--- src/rtl/interrupt_ack_controller_pkg.sv ---
`default_nettype none
// +--------------------------------------------------------------------------+
// | pic_pkg : shared types and helpers for the 8259A interrupt-ack path      |
// | Revision: 1.0                                                            |
// +--------------------------------------------------------------------------+
package pic_pkg;

  typedef enum logic [1:0] {
    IDLE = 2'd0,
    ACK1 = 2'd1,
    ACK2 = 2'd2
  } ack_state_e;

  localparam logic [2:0] LOWEST_PRIORITY_RESET = 3'd7;

  function automatic logic [2:0] onehot_to_level(input logic [7:0] onehot);
    logic [2:0] lvl;
    lvl = 3'd0;
    for (int i = 0; i < 8; i++) begin
      if (onehot[i]) lvl = 3'(i);
    end
    return lvl;
  endfunction

  function automatic logic [7:0] rotate_right8(input logic [7:0] v, input logic [2:0] n);
    logic [15:0] w;
    w = {v, v} >> n;
    return w[7:0];
  endfunction

  function automatic logic [7:0] rotate_left8(input logic [7:0] v, input logic [2:0] n);
    logic [15:0] w;
    w = {v, v} << n;
    return w[15:8];
  endfunction

endpackage
`default_nettype wire

--- src/rtl/isr_priority_encoder.sv ---
`default_nettype none
// +--------------------------------------------------------------------------+
// | isr_priority_encoder : one-hot highest-priority set ISR bit (rotating)   |
// | Revision: 1.0                                                            |
// +--------------------------------------------------------------------------+
module isr_priority_encoder
  import pic_pkg::*;
(
  input  logic [7:0] isr_i,
  input  logic [2:0] priority_rotate_i,
  output logic [7:0] highest_o,
  output logic       found_o
);

  logic [2:0] shift;
  logic [7:0] rotated;
  logic [7:0] lowest;

  // Rotate so the highest-priority level lands on bit 0, isolate the lowest
  // set bit, then rotate back into level positions.
  assign shift     = priority_rotate_i + 3'd1;
  assign rotated   = rotate_right8(isr_i, shift);
  assign lowest    = rotated & (~rotated + 8'd1);
  assign highest_o = rotate_left8(lowest, shift);
  assign found_o   = |isr_i;

endmodule
`default_nettype wire

--- src/rtl/interrupt_ack_controller.sv ---
`default_nettype none
// +--------------------------------------------------------------------------+
// | interrupt_ack_controller : INT pin, 8086 INTA sequence, ISR and EOI      |
// | Revision: 1.0                                                            |
// +--------------------------------------------------------------------------+
module interrupt_ack_controller
  import pic_pkg::*;
#(
  parameter logic [2:0] SPURIOUS_LEVEL = 3'd7
) (
  input  logic       clock,
  input  logic       reset_n,
  input  logic [7:0] interrupt,
  input  logic       inta_n,
  input  logic [4:0] interrupt_vector_base,
  input  logic       auto_eoi_config,
  input  logic       eoi_valid,
  input  logic       eoi_specific,
  input  logic [2:0] eoi_level,
  input  logic       eoi_rotate,
  input  logic       set_priority_valid,
  output logic       int_out,
  output logic [7:0] in_service_register,
  output logic [7:0] clear_interrupt_request,
  output logic [7:0] highest_level_in_service,
  output logic [2:0] priority_rotate,
  output logic [7:0] data_out,
  output logic       data_out_enable
);

  ack_state_e state_q, state_d;
  logic       int_out_q, int_out_d;
  logic [7:0] isr_q, isr_d;
  logic [7:0] clr_q, clr_d;
  logic [2:0] rot_q, rot_d;
  logic [7:0] dout_q, dout_d;
  logic       doe_q, doe_d;
  logic [2:0] ack_level_q, ack_level_d;
  logic       spurious_q, spurious_d;
  logic       inta_prev_q;

  logic       inta_fall, inta_rise;
  logic [7:0] hl;
  logic       hl_found;
  logic [7:0] eoi_mask, aeoi_mask, set_mask;
  logic [2:0] eoi_lvl;
  logic       eoi_hit;

  assign inta_fall = inta_prev_q & ~inta_n;
  assign inta_rise = ~inta_prev_q & inta_n;

  isr_priority_encoder u_isr_priority_encoder (
    .isr_i             (isr_q),
    .priority_rotate_i (rot_q),
    .highest_o         (hl),
    .found_o           (hl_found)
  );

  always_comb begin
    state_d     = state_q;
    int_out_d   = int_out_q;
    clr_d       = 8'd0;
    rot_d       = rot_q;
    dout_d      = dout_q;
    doe_d       = doe_q;
    ack_level_d = ack_level_q;
    spurious_d  = spurious_q;
    eoi_mask    = 8'd0;
    aeoi_mask   = 8'd0;
    set_mask    = 8'd0;
    eoi_lvl     = eoi_specific ? eoi_level : onehot_to_level(hl);
    eoi_hit     = eoi_specific ? isr_q[eoi_level] : hl_found;

    if (eoi_valid) begin
      eoi_mask = eoi_specific ? (8'd1 << eoi_level) : hl;
      if (eoi_rotate && eoi_hit) rot_d = eoi_lvl;
    end
    if (set_priority_valid) rot_d = eoi_level;

    case (state_q)
      IDLE: begin
        if (interrupt != 8'd0) begin
          state_d   = ACK1;
          int_out_d = 1'b1;
        end
      end
      ACK1: begin
        int_out_d = 1'b1;
        if (inta_fall) begin
          int_out_d = 1'b0;
          state_d   = ACK2;
          if (interrupt == 8'd0) begin
            ack_level_d = SPURIOUS_LEVEL;
            spurious_d  = 1'b1;
          end else begin
            ack_level_d = onehot_to_level(interrupt);
            spurious_d  = 1'b0;
            set_mask    = 8'd1 << onehot_to_level(interrupt);
            clr_d       = set_mask;
          end
        end
      end
      ACK2: begin
        // The first pulse's rising edge also arrives here; only the rise that
        // ends the vector pulse (enable already driven) completes the cycle.
        if (inta_fall) begin
          dout_d = {interrupt_vector_base, ack_level_q};
          doe_d  = 1'b1;
        end else if (inta_rise && doe_q) begin
          doe_d   = 1'b0;
          state_d = IDLE;
          if (auto_eoi_config && !spurious_q) aeoi_mask = 8'd1 << ack_level_q;
        end
      end
      default: state_d = IDLE;
    endcase

    isr_d = (isr_q & ~eoi_mask & ~aeoi_mask) | set_mask;
  end

  always_ff @(posedge clock) begin
    if (!reset_n) begin
      state_q     <= IDLE;
      int_out_q   <= 1'b0;
      isr_q       <= 8'd0;
      clr_q       <= 8'd0;
      rot_q       <= LOWEST_PRIORITY_RESET;
      dout_q      <= 8'd0;
      doe_q       <= 1'b0;
      ack_level_q <= 3'd0;
      spurious_q  <= 1'b0;
      inta_prev_q <= 1'b1;
    end else begin
      state_q     <= state_d;
      int_out_q   <= int_out_d;
      isr_q       <= isr_d;
      clr_q       <= clr_d;
      rot_q       <= rot_d;
      dout_q      <= dout_d;
      doe_q       <= doe_d;
      ack_level_q <= ack_level_d;
      spurious_q  <= spurious_d;
      inta_prev_q <= inta_n;
    end
  end

  assign int_out                  = int_out_q;
  assign in_service_register      = isr_q;
  assign clear_interrupt_request  = clr_q;
  assign highest_level_in_service = hl;
  assign priority_rotate          = rot_q;
  assign data_out                 = dout_q;
  assign data_out_enable          = doe_q;

endmodule
`default_nettype wire

--- config.mk ---
export PLATFORM = sky130hd
export DESIGN_NAME = interrupt_ack_controller
export DESIGN_NICKNAME = d
export VERILOG_FILES = /design/src/rtl/interrupt_ack_controller_pkg.sv /design/src/rtl/isr_priority_encoder.sv /design/src/rtl/interrupt_ack_controller.sv
export SDC_FILE = /design/constraint.sdc
export NUM_CORES = 1
export LEC_CHECK = 0
export BUFFER_PORTS_ARGS = -buffer_cell sky130_fd_sc_hd__buf_2
export CORE_ASPECT_RATIO = 1.25
export CORE_MARGIN = 1.5
export CORE_UTILIZATION = 38
export CTS_CLUSTER_SIZE = 14
export DETAILED_ROUTE_END_ITERATION = 6
export PLACE_DENSITY_LB_ADDON = 0.12
export SLEW_MARGIN = 20
export SYNTH_ARGS = -nofsm -noshare
export SYNTH_HDL_FRONTEND = slang
export SYNTH_SLANG_ARGS = --single-unit
--- constraint.sdc ---
create_clock -name clock -period 8 [get_ports clock]
set_input_delay 1.6 -clock clock [delete_from_list [all_inputs] [get_ports clock]]
set_output_delay 1.6 -clock clock [all_outputs]
set_load 0.02 [all_outputs]
Word level (Yosys, flattened, before mapping)
Cells that the tools add are included.

storage, ports and cells
  flip-flop bits (word level) = 36
  output and inout port bits = 37
  bits of input ports = 24
  word-level logic and storage cells = 98

operators by class
  eq/ne operators = 6
  bitwise gates (word level) = 11
  reductions and logical operators = 18
  muxes and demuxes = 45
  add/subtract/negate cells = 2
  $lt $le $gt $ge = 1
  shift operators = 5

operator list
  kind                                                         count
  2-to-1 mux 8 bit                                             9
  2-to-1 mux 3 bit                                             20
  AND 8 bit                                                    3
  inverter 8 bit                                               3
  left shift 1 x 3 -> 8 bit (first input constant)             3
  left shift 16 x 3 -> 16 bit                                  1
  right shift 16 x 3 -> 8 bit                                  1
  AND reduction 2 bit                                          5
  2-to-1 mux 1 bit                                             9
  adder 8 x 1 -> 8 bit (second input constant)                 1
  logical NOT 8 bit                                            1
  2-to-1 mux 2 bit                                             4
  inequality test 2 bit (second input constant)                4
  OR 8 bit                                                     1
  nonzero test 2 bit                                           4
  nonzero test 8 bit                                           1
  OR reduction 8 bit                                           1
  case mux 2 bit (3 select lines)                              1
  less-than comparator 3 x 4 -> 1 bit (second input constant)  1
  AND reduction 4 bit                                          1
  adder 3 x 1 -> 3 bit (second input constant)                 1
  binary-select mux 1 bit (select 3 bit)                       1
  logical AND 1 bit                                            3
  AND 1 bit                                                    2
  6 further kinds                                              7

Longest topological paths before layout
Gate-level depths: netlist of the first run.

  depth after elaboration = 17
  depth in mapped cells = 9
  gate-level depth less buffers = 8

Cells and area by module
A second synthesis of the first run with hierarchy kept.

unflattened totals
  cell total of the unflattened synthesis = 320
  area total of the unflattened synthesis = 2591.2 µm²

by module, submodules not included
  module                    cells each  area each (µm²)  seq. area each (µm²)  instances
  interrupt_ack_controller  201         1785.5           720.7                 1
  isr_priority_encoder      119         805.8            0.0                   1

Worst setup path after synthesis of the first run
OpenSTA, ideal clock, no wires.

  kind = register -> output
  start = register rot_q[1] (netlist: priority_rotate[1])
  end = output highest_level_in_service[4]
  data required time = 6400 ps
  stages on the path, launching flop included = 9
  arrival = 2759 ps
  buffers on the path = 1
  path slack = 3641 ps
  cells stage by stage = dfxtp_1 -> ha_1 -> buf_6 -> mux2i_2 -> mux2i_1 -> or4_4 -> o32ai_2 -> a21oi_2 -> o31ai_1

on the way
  longest elaborated chain between the ends = 6

ends and longest elaborated chain
  item                           RTL line                            source
  from (decl)                    interrupt_ack_controller.sv:35      logic [2:0] rot_q, rot_d;
  from (signal assigned)         interrupt_ack_controller.sv:138     rot_q <= rot_d;
  adder 3 x 1 -> 3 bit *         isr_priority_encoder.sv:21          assign shift = priority_rotate_i + 3'd1;
  right shift 16 x 3 -> 8 bit    interrupt_ack_controller_pkg.sv:27  w = {v, v} >> n;
  inverter 8 bit                 isr_priority_encoder.sv:23          assign lowest = rotated & (~rotated + 8'd1);
  adder 8 x 1 -> 8 bit           isr_priority_encoder.sv:23
  AND 8 bit                      isr_priority_encoder.sv:23
  left shift 16 x 3 -> 16 bit *  interrupt_ack_controller_pkg.sv:33  w = {v, v} << n;
  to (decl)                      interrupt_ack_controller.sv:25      output logic [7:0] highest_level_in_service,

Mark *: on every way between the ends. The rest lies on a longest branch, timed or not.

Worst setup path in the final report of the first run
  start = register rot_q[0] (netlist: priority_rotate[0])
  end = output highest_level_in_service[6]

Same word-level chain as after synthesis.

==> results of run 1 <==
critical path: stages (launching register included):
cell                      delay [ns]
sky130_fd_sc_hd__dfxtp_1        0.72
sky130_fd_sc_hd__ha_1           0.94
sky130_fd_sc_hd__mux2i_1        0.44
sky130_fd_sc_hd__mux2i_1        0.19
sky130_fd_sc_hd__or4_4          0.49
sky130_fd_sc_hd__o31ai_1        0.44
sky130_fd_sc_hd__a211o_1        0.21
sky130_fd_sc_hd__o21a_1         0.15
sky130_fd_sc_hd__buf_2          0.17
flip-flops by register name (all words and copies together) (netlist names):
name / cells
priority_rotate: 3
ack_level_q: 3
in_service_register: 8
clear_interrupt_request: 8
int_out: 1
spurious_q: 1
inta_prev_q: 1
data_out_enable: 1
state_q: 2
data_out: 8
routing by layer:
metal | track usage | routed length (µm) | share of wire | up-vias
met5 | 0 | 0 | 0 | -
met4 | 0.0962 | 223 | 0.027 | 0
met3 | 0.0274 | 290 | 0.035 | 18
met2 | 0.402 | 4290 | 0.52 | 77
met1 | 0.269 | 3470 | 0.42 | 1267
li1 | - | - | - | 1313
kinds of logic after synthesis:
kind of cell	share of synthesized area
multiplexers	0.160
AND/OR/NAND/NOR	0.271
adder cells (fa/ha/maj)	0.00465
buffers and inverters	0.0507
AO/OA/AOI/OAI	0.231
flip-flops	0.268
XOR/XNOR	0.0135
path summary, 6_finish.rpt:
path	endpoint	cells after the start	slack (ns)	from
worst max-delay path	highest_level_in_service[6]	8	2.33	priority_rotate[0]
worst min-delay path	int_out	2	0.50	int_out
worst max register to register	in_service_register[0]	8	3.95	priority_rotate[0]
worst min register to register	int_out	2	0.50	int_out
cells in the mapped netlist, types with 2 or more instances:
master and n:
sky130_fd_sc_hd__dfxtp_1 36, sky130_fd_sc_hd__nor2_1 35, sky130_fd_sc_hd__clkbuf_1 20, sky130_fd_sc_hd__mux2i_1 20
sky130_fd_sc_hd__nand2_1 18, sky130_fd_sc_hd__a21oi_1 16, sky130_fd_sc_hd__nor2b_1 12, sky130_fd_sc_hd__nor3_1 12
sky130_fd_sc_hd__nand2b_1 11, sky130_fd_sc_hd__o21ai_0 10, sky130_fd_sc_hd__nand3_1 8, sky130_fd_sc_hd__inv_1 7
sky130_fd_sc_hd__mux2_2 6, sky130_fd_sc_hd__mux4_2 6, sky130_fd_sc_hd__o31ai_1 6, sky130_fd_sc_hd__nor4_1 5
sky130_fd_sc_hd__o311ai_1 5, sky130_fd_sc_hd__or3_1 5, sky130_fd_sc_hd__a21o_1 4, sky130_fd_sc_hd__a31oi_1 4
sky130_fd_sc_hd__and2_1 4, sky130_fd_sc_hd__and3_1 4, sky130_fd_sc_hd__o2111a_1 4, sky130_fd_sc_hd__o2111ai_1 4
sky130_fd_sc_hd__o211ai_1 4, sky130_fd_sc_hd__o21a_1 4, sky130_fd_sc_hd__o22ai_1 4, sky130_fd_sc_hd__buf_2 3
sky130_fd_sc_hd__nor3b_1 3, sky130_fd_sc_hd__a211o_1 2, sky130_fd_sc_hd__a21boi_0 2, sky130_fd_sc_hd__a22oi_1 2
sky130_fd_sc_hd__mux2i_2 2, sky130_fd_sc_hd__nand4_1 2, sky130_fd_sc_hd__nor4b_1 2, sky130_fd_sc_hd__o311ai_0 2
sky130_fd_sc_hd__or2_2 2, sky130_fd_sc_hd__or3b_1 2
power breakdown:
part / internal (mW) / switching (mW) / total, mW
logic: 0.0597 / 0.0965 / 0.156
clock network: 0.0607 / 0.0706 / 0.131
registers: 0.185 / 0.00974 / 0.195
total: 0.306 / 0.177 / 0.483
metrics by stage:
| step | utilization | hold slack [ns] | power (mW) | worst slack (ns) | area (µm²) |
|---|---|---|---|---|---|
| 6_report | 0.449 | 0.499 | 0.483 | 2.33 | 3100 |
| 5_1_grt | 0.449 | 0.544 | 0.508 | 2.01 | 3100 |
| 4_1_cts | 0.449 | 0.499 | 0.484 | 2.39 | 3100 |
| 3_5_place_dp | 0.437 | 0.488 | 0.354 | 2.73 | 3010 |
| 3_3_place_gp | 0.437 | 0.485 | 0.354 | 2.81 | 3010 |
| 2_1_floorplan | - | 0.484 | 0.314 | 3.64 | 2690 |
cell type report:
cell class	instances	area, µm²
fill	720	3790
sequential	36	721
inverter	8	30.0
multi-input combinational	257	1830
clock buffer	5	68.8
timing repair buffer	62	315
clock inverter	3	18.8
tap	90	113
placed cells by master (no fill, tap or decap), drive strengths merged, types with 5 or more instances in the layout:
cell type and instances:
buf 62, dfxtp 36, nor2 35, mux2i 22
nand2 18, a21oi 17, nor3 13, nor2b 12
nand2b 11, o21ai 11, nand3 8, inv 8
o311ai 7, mux2 6, mux4 6, o31ai 6
nor4 6, or3 5, clkbuf 5
==> results.py, run 1 <==
metrics = {
    "cells_and_area": {
        "finalNonFillerCells": 461,
        "layout_nets": 395,
        "antenna-diode-count": 0,
        "syn2layout_area_growth_pct": 15.2,
        "post_route_cells_drive_above_1_share": 0.256,
    },
    "route": {
        "finalWirelength_um": 8270,
        "via_count": 2675,
        "vias_per_cell": 5.80,
        "drc": 0,
        "avgRoutedWirePerCell_um": 17.9,
        "drt_iter0_drc": 203,
        "detail-route-antenna-nets": 0,
        "detail_route.first_pass.iterations": 4,
    },
    "worst_setup_path": {
        "worst-path-max-fanout": 29,
        "timing.setup.critical_path_class": "flip-flop to output pin",
        "cp-start-kind": "flip-flop",
        "critPathCaptureType": "output pin",
        "wp_data_required_ns": 6.40,
        "critical_path_arrival_ns": 4.07,
    },
    "clock_network": {
        "tritoncts": "built",
        "post-cts-setup-buffer-count": 0,
        "postCtsHoldBufs": 0,
        "clock_insertion_delay_worst_skew_ns": 0.29,
        "numClockSinks": 36,
        "post_cts_resized": 0,
        "numCtsBuffers": 5,
        "clkTransAtPathRegs_ns": 0.08,
        "cts_buffer_depth": 2,
        "ctsHtreeMaxLevel": 2,
        "cts_root_buffer": "sky130_fd_sc_hd__clkbuf_8",
    },
    "synthesis": {
        "yosysTopAreaCell": "sky130_fd_sc_hd__dfxtp_1",
        "yosys_register_bits": 36,
        "synth_seq_area_share": 0.268,
        "synth_ff_type": "sky130_fd_sc_hd__dfxtp_1",
        "synth_warnings": 0,
        "synth_area_leaders": "sky130_fd_sc_hd__dfxtp_1 27%, sky130_fd_sc_hd__mux2i_1 7.4%, sky130_fd_sc_hd__mux4_2 5.0%",
        "async_reset_ff_frac": 0,
        "mappedNetlistArea_um2": 2690,
        "synth_enable_flop_cells": 0,
        "post_synth.cell_area_avg_um2": 8.24,
        "yosys.area.top_type_share": 0.268,
        "postSynthNetCount": 351,
        "synthesis.instances": 326,
        "yosysUniqueCellTypes": 66,
    },
    "run_status": {
        "run_status": "finished, final reports clean",
    },
    "power_and_ir_drop": {
        "power_density_nw_per_um2": 156,
        "ir_drop_mv": 0.110,
        "power.static_leakage_nw": 1.29,
    },
    "global_routing": {
        "globalRouteTotalUtil": 0.226,
        "grt_start_max_net_pins": 32,
        "number_of_antenna_violations_at_the_first_check_in_global_routing": 0,
        "grt-ovfl-total": 0,
        "grt_pass1_wl_um": 13600,
        "number_of_global_route_vias_before_repair": 2684,
    },
    "place": {
        "post-place-cells": 453,
        "place.detailed.hpwl_um": 6180,
        "place.port_buffers": 60,
        "gp_routability_congestion": 0.915,
    },
    "floorplan": {
        "initial_utilization": 0.390,
        "row_count": 34,
        "placeableCoreArea_um2": 6890,
        "die-height_um": 97.0,
        "die_area_um2": 7590,
        "chipWidth_um": 78.2,
        "ioPinCount": 61,
    },
    "sta": {
        "clock_skew_ns": 0.00532,
        "setup_total_negative_slack_ns": 0,
        "final.period_utilization": 0.709,
        "hold_viol_final": 0,
        "period_minus_slack_ns": 5.67,
        "worst_slew_pin_slew_ns": 1.04,
        "max_clock_freq_mhz": 176,
        "max_slew_vio_count": 0,
        "slew_headroom": 0.306,
        "rsz0062_at_grt": "false",
        "setup_viol": 0,
    },
    "hold_path": {
        "holdCritPathClass": "flip-flop to flip-flop",
    },
    "job": {
        "maxCapViolations": 0,
    },
}
Note: power is estimated with default switching activity, not from simulation.
==> run 2, diff against run 1 <==
==> constraint.sdc (replaced) <==
create_clock -name clock -period 5.71 [get_ports clock]
set_input_delay 1.142 -clock clock [delete_from_list [all_inputs] [get_ports clock]]
set_output_delay 1.142 -clock clock [all_outputs]
set_load 0.02 [all_outputs]
==> results.py, run 2 (synthesized netlist as in run 1, its figures left out) <==
metrics = {
    "power_and_ir_drop": {
        "power.total_mw": 0.676,
        "power.static_leakage_nw": 1.29,
        "ir_drop_mv": 0.156,
        "power_density_nw_per_um2": 218,
    },
    "worst_setup_path": {
        "flop2flop_setup_slack_ns": 1.63,
        "regToRegStartpoint": "priority_rotate[0]",
        "wp_data_required_ns": 4.57,
        "crit-reg2reg-capture": "in_service_register[4]",
        "critPathCaptureType": "output pin",
        "critical_path_arrival_ns": 4.14,
        "worst_r2r_path_depth": 8,
        "timing.setup.critical_path_class": "flip-flop to output pin",
        "worst-path-max-fanout": 29,
        "cp-start-kind": "flip-flop",
    },
    "route": {
        "via_count": 2730,
        "finalWirelength_um": 8250,
        "avgRoutedWirePerCell_um": 17.9,
        "drt_iter0_drc": 177,
        "drc": 0,
        "detail_route.first_pass.iterations": 4,
        "detail-route-antenna-nets": 0,
        "vias_per_cell": 5.92,
    },
    "run_status": {
        "run_status": "finished, final reports clean",
    },
    "hold_path": {
        "holdCritPathClass": "flip-flop to flip-flop",
        "hold_end": "int_out",
        "min_from": "int_out",
        "timing.hold.worst_path_depth": 2,
    },
    "sta": {
        "finalHoldWorstSlack_ns": 0.500,
        "slew_headroom": 0.301,
        "clock_skew_ns": 0.00650,
        "worst_slew_pin_slew_ns": 1.05,
        "rsz0062_at_grt": "false",
        "setup_total_negative_slack_ns": 0,
        "final.period_utilization": 0.924,
        "hold_viol_final": 0,
        "max_slew_vio_count": 0,
        "setup_viol": 0,
        "period_minus_slack_ns": 5.28,
        "max_clock_freq_mhz": 189,
    },
    "place": {
        "gp_routability_congestion": 0.913,
        "place.port_buffers": 60,
        "dpl-instance-area_um2": 3010,
        "place.detailed.hpwl_um": 6150,
    },
    "global_routing": {
        "global_route.peak_usage_layer": "met2",
        "grt_use_met1": 0.263,
        "number_of_antenna_violations_at_the_first_check_in_global_routing": 0,
        "grt-ovfl-total": 0,
        "grt_start_max_net_pins": 32,
        "grt_util_met3": 0.0292,
        "grt_pass1_wl_um": 13400,
        "number_of_global_route_vias_before_repair": 2661,
        "globalRouteMet2Util": 0.397,
        "globalRouteTotalUtil": 0.224,
    },
    "cells_and_area": {
        "antenna-diode-count": 0,
        "commonest_non_fill_non_tap_cells_in_the_layout": "60 x sky130_fd_sc_hd__buf_2, 36 x sky130_fd_sc_hd__dfxtp_1, 35 x sky130_fd_sc_hd__nor2_1",
        "final_design_area_no_fill_um2": 3100,
        "layout.cells.most_common": "sky130_fd_sc_hd__buf_2",
        "post_route_cells_drive_above_1_share": 0.256,
        "syn2layout_area_growth_pct": 15.2,
        "multi_input_gate_area_in_the_final_layout_um2": 1830,
        "layout_nets": 395,
        "postLayoutCoreUtil": 0.449,
        "layout.area.seq_um2": 721,
        "n_fill_cell": 741,
    },
    "clock_network": {
        "cts_root_buffer": "sky130_fd_sc_hd__clkbuf_8",
        "post-cts-setup-buffer-count": 0,
        "clock_insertion_delay_worst_skew_ns": 0.30,
        "tritoncts": "built",
        "numCtsBuffers": 5,
        "post_cts_resized": 0,
        "numClockSinks": 36,
        "ctsHtreeMaxLevel": 2,
        "postCtsHoldBufs": 0,
        "clkTransAtPathRegs_ns": 0.08,
        "cts_buffer_depth": 2,
    },
    "floorplan": {
        "die-height_um": 97.0,
        "initial_utilization": 0.390,
        "die_area_um2": 7590,
        "chipWidth_um": 78.2,
        "placeableCoreArea_um2": 6890,
        "row_count": 34,
        "ioPinCount": 61,
    },
    "job": {
        "maxCapViolations": 0,
    },
}
## run 2: cell counts in the layout (fill, tap and decap cells not counted)
Identical to the previous run, type by type.
## run 2: final cells by class
cell class / count / area share
inverter: 8 / 0.00970
multi-input combinational: 257 / 0.591
tap: 90 / 0.0364
clock inverter: 3 / 0.00606
clock buffer: 5 / 0.0222
sequential: 36 / 0.233
timing repair buffer: 62 / 0.102
## run 2: report_power, final
part / internal (mW) / leakage [nW] / switching [mW]
sequential: 0.260 / 0.293 / 0.0138
clock: 0.0850 / 0.0479 / 0.0983
combinational: 0.0837 / 0.952 / 0.135
## run 2: per-stage QoR
step / setup slack (ns) / instances
floorplan: 1.81 / 326
global placement: 0.976 / 453
detailed placement: 0.858 / 453
CTS: 0.525 / 461
global route: 0.183 / 461
finish: 0.431 / 461
## run 2: worst max path at each step
stage | from | to | slack (ns) | depth (start not counted)
2_1_floorplan | priority_rotate[1] | highest_level_in_service[4] | 1.81 | 8
3_3_place_gp | priority_rotate[0] | highest_level_in_service[6] | 0.98 | 8
3_5_place_dp | priority_rotate[0] | highest_level_in_service[6] | 0.86 | 8
4_1_cts | priority_rotate[0] | highest_level_in_service[6] | 0.52 | 8
5_1_grt | priority_rotate[0] | highest_level_in_service[6] | 0.18 | 8
6_report | priority_rotate[0] | highest_level_in_service[6] | 0.43 | 8
## run 2: layer usage
| layer | vias up | part of all wire |
|---|---|---|
| li1 | 1313 | - |
| met1 | 1314 | 0.41 |
| met2 | 80 | 0.52 |
| met3 | 23 | 0.040 |
| met4 | 0 | 0.030 |
| met5 | - | 0 |
## run 2: critical path, cell delays in order, from the launching register on
cell and delay (ns):
sky130_fd_sc_hd__dfxtp_1 0.74, sky130_fd_sc_hd__ha_1 0.95, sky130_fd_sc_hd__mux2i_2 0.37, sky130_fd_sc_hd__mux2i_1 0.18
sky130_fd_sc_hd__or4_4 0.59, sky130_fd_sc_hd__o31ai_1 0.44, sky130_fd_sc_hd__a211o_1 0.22, sky130_fd_sc_hd__o21a_1 0.16
sky130_fd_sc_hd__buf_2 0.17
==> run 3, diff against run 2 <==
==> constraint.sdc (replaced) <==
create_clock -name clock -period 6.75 [get_ports clock]
set_input_delay 1.35 -clock clock [delete_from_list [all_inputs] [get_ports clock]]
set_output_delay 1.35 -clock clock [all_outputs]
set_load 0.02 [all_outputs]
==> results.py, run 3 (synthesized netlist as in run 1, its figures left out) <==
metrics = {
    "sta": {
        "max_clock_freq_mhz": 184,
        "slew_headroom": 0.294,
        "rsz0062_at_grt": "false",
        "period_minus_slack_ns": 5.44,
        "setup_viol": 0,
        "setup_total_negative_slack_ns": 0,
        "clock_skew_ns": 0.00984,
        "hold_viol_final": 0,
        "max_slew_vio_count": 0,
        "final.period_utilization": 0.806,
        "worst_slew_pin_slew_ns": 1.06,
    },
    "worst_setup_path": {
        "worst-path-max-fanout": 29,
        "wp_data_required_ns": 5.40,
        "critical_path_arrival_ns": 4.09,
        "timing.setup.critical_path_class": "flip-flop to output pin",
        "cp-start-kind": "flip-flop",
        "critPathCaptureType": "output pin",
    },
    "floorplan": {
        "ioPinCount": 61,
        "die-height_um": 97.0,
        "chipWidth_um": 78.2,
        "initial_utilization": 0.390,
        "die_area_um2": 7590,
        "placeableCoreArea_um2": 6890,
        "row_count": 34,
    },
    "global_routing": {
        "number_of_antenna_violations_at_the_first_check_in_global_routing": 0,
        "grt_util_met3": 0.0264,
        "number_of_global_route_vias_before_repair": 2643,
        "grt_start_max_net_pins": 32,
        "grt-ovfl-total": 0,
        "grt_pass1_wl_um": 13300,
        "globalRouteMet2Util": 0.391,
        "grt_use_met1": 0.263,
        "globalRouteTotalUtil": 0.220,
        "global_route.peak_usage_layer": "met2",
    },
    "place": {
        "gp_routability_congestion": 0.914,
        "place.port_buffers": 60,
        "place.detailed.hpwl_um": 6090,
    },
    "clock_network": {
        "clkTransAtPathRegs_ns": 0.07,
        "post_cts_resized": 0,
        "numCtsBuffers": 5,
        "cts_root_buffer": "sky130_fd_sc_hd__clkbuf_8",
        "cts_buffer_depth": 2,
        "post-cts-setup-buffer-count": 0,
        "tritoncts": "built",
        "ctsHtreeMaxLevel": 2,
        "clock_insertion_delay_worst_skew_ns": 0.29,
        "postCtsHoldBufs": 0,
        "numClockSinks": 36,
    },
    "route": {
        "vias_per_cell": 5.95,
        "detail-route-antenna-nets": 0,
        "detail_route.first_pass.iterations": 4,
        "avgRoutedWirePerCell_um": 17.8,
        "via_count": 2743,
        "drc": 0,
        "finalWirelength_um": 8180,
        "drt_iter0_drc": 148,
    },
    "cells_and_area": {
        "syn2layout_area_growth_pct": 15.5,
        "antenna-diode-count": 0,
        "multi_input_gate_area_in_the_final_layout_um2": 1830,
        "layout.area.seq_um2": 721,
        "n_fill_cell": 721,
        "commonest_non_fill_non_tap_cells_in_the_layout": "60 x sky130_fd_sc_hd__buf_2, 36 x sky130_fd_sc_hd__dfxtp_1, 35 x sky130_fd_sc_hd__nor2_1",
        "postLayoutCoreUtil": 0.450,
        "post_route_cells_drive_above_1_share": 0.253,
        "layout_nets": 395,
        "layout.cells.most_common": "sky130_fd_sc_hd__buf_2",
    },
    "job": {
        "maxCapViolations": 0,
    },
    "power_and_ir_drop": {
        "ir_drop_mv": 0.157,
        "power_density_nw_per_um2": 186,
        "power.static_leakage_nw": 1.29,
    },
    "run_status": {
        "run_status": "finished, final reports clean",
    },
    "hold_path": {
        "holdCritPathClass": "flip-flop to flip-flop",
    },
}
run 3: final cells by class:
type | instances | area share
clock buffers | 7 | 0.0278
clock inverters | 1 | 0.00242
flip-flops and latches | 36 | 0.232
well taps | 90 | 0.0363
multi-input cells | 257 | 0.590
repair buffers | 62 | 0.102
inverters | 8 | 0.00968
run 3: path summary, 6_finish.rpt:
path | endpoint | slack, ns | start | cells past startpoint
worst max-delay path | highest_level_in_service[6] | 1.31 | priority_rotate[0] | 8
worst min-delay path | int_out | 0.50 | int_out | 2
worst max register to register | in_service_register[0] | 2.71 | priority_rotate[0] | 8
worst min register to register | int_out | 0.50 | int_out | 2
run 3: critical path, stage by stage (launching register included):
cell and delay, ns:
sky130_fd_sc_hd__dfxtp_1 0.73, sky130_fd_sc_hd__ha_1 0.96, sky130_fd_sc_hd__mux2i_2 0.38, sky130_fd_sc_hd__mux2i_1 0.17
sky130_fd_sc_hd__or4_4 0.59, sky130_fd_sc_hd__o31ai_1 0.43, sky130_fd_sc_hd__a211o_1 0.21, sky130_fd_sc_hd__o21a_1 0.15
sky130_fd_sc_hd__buf_2 0.17
run 3: power by group:
group          internal, mW  switching [mW]
registers             0.220          0.0117
clock network        0.0830          0.0779
logic                0.0708           0.114
total                 0.373           0.204
run 3: per-stage QoR:
step           hold slack [ns]  instances  setup slack [ns]  power (mW)  cell area (µm²)
2_1_floorplan            0.484        326              2.64       0.373             2690
3_3_place_gp             0.485        453              1.81       0.420             3010
3_5_place_dp             0.493        453              1.73       0.419             3010
4_1_cts                  0.503        461              1.41       0.580             3100
5_1_grt                  0.543        461              1.06       0.608             3100
6_report                 0.500        461              1.31       0.577             3100
run 3: per-layer routing:
layer / up-vias / wire length (µm)
met4: 0 / 200
li1: 1310 / -
met2: 108 / 4250
met1: 1304 / 3300
met3: 21 / 433
met5: - / 0
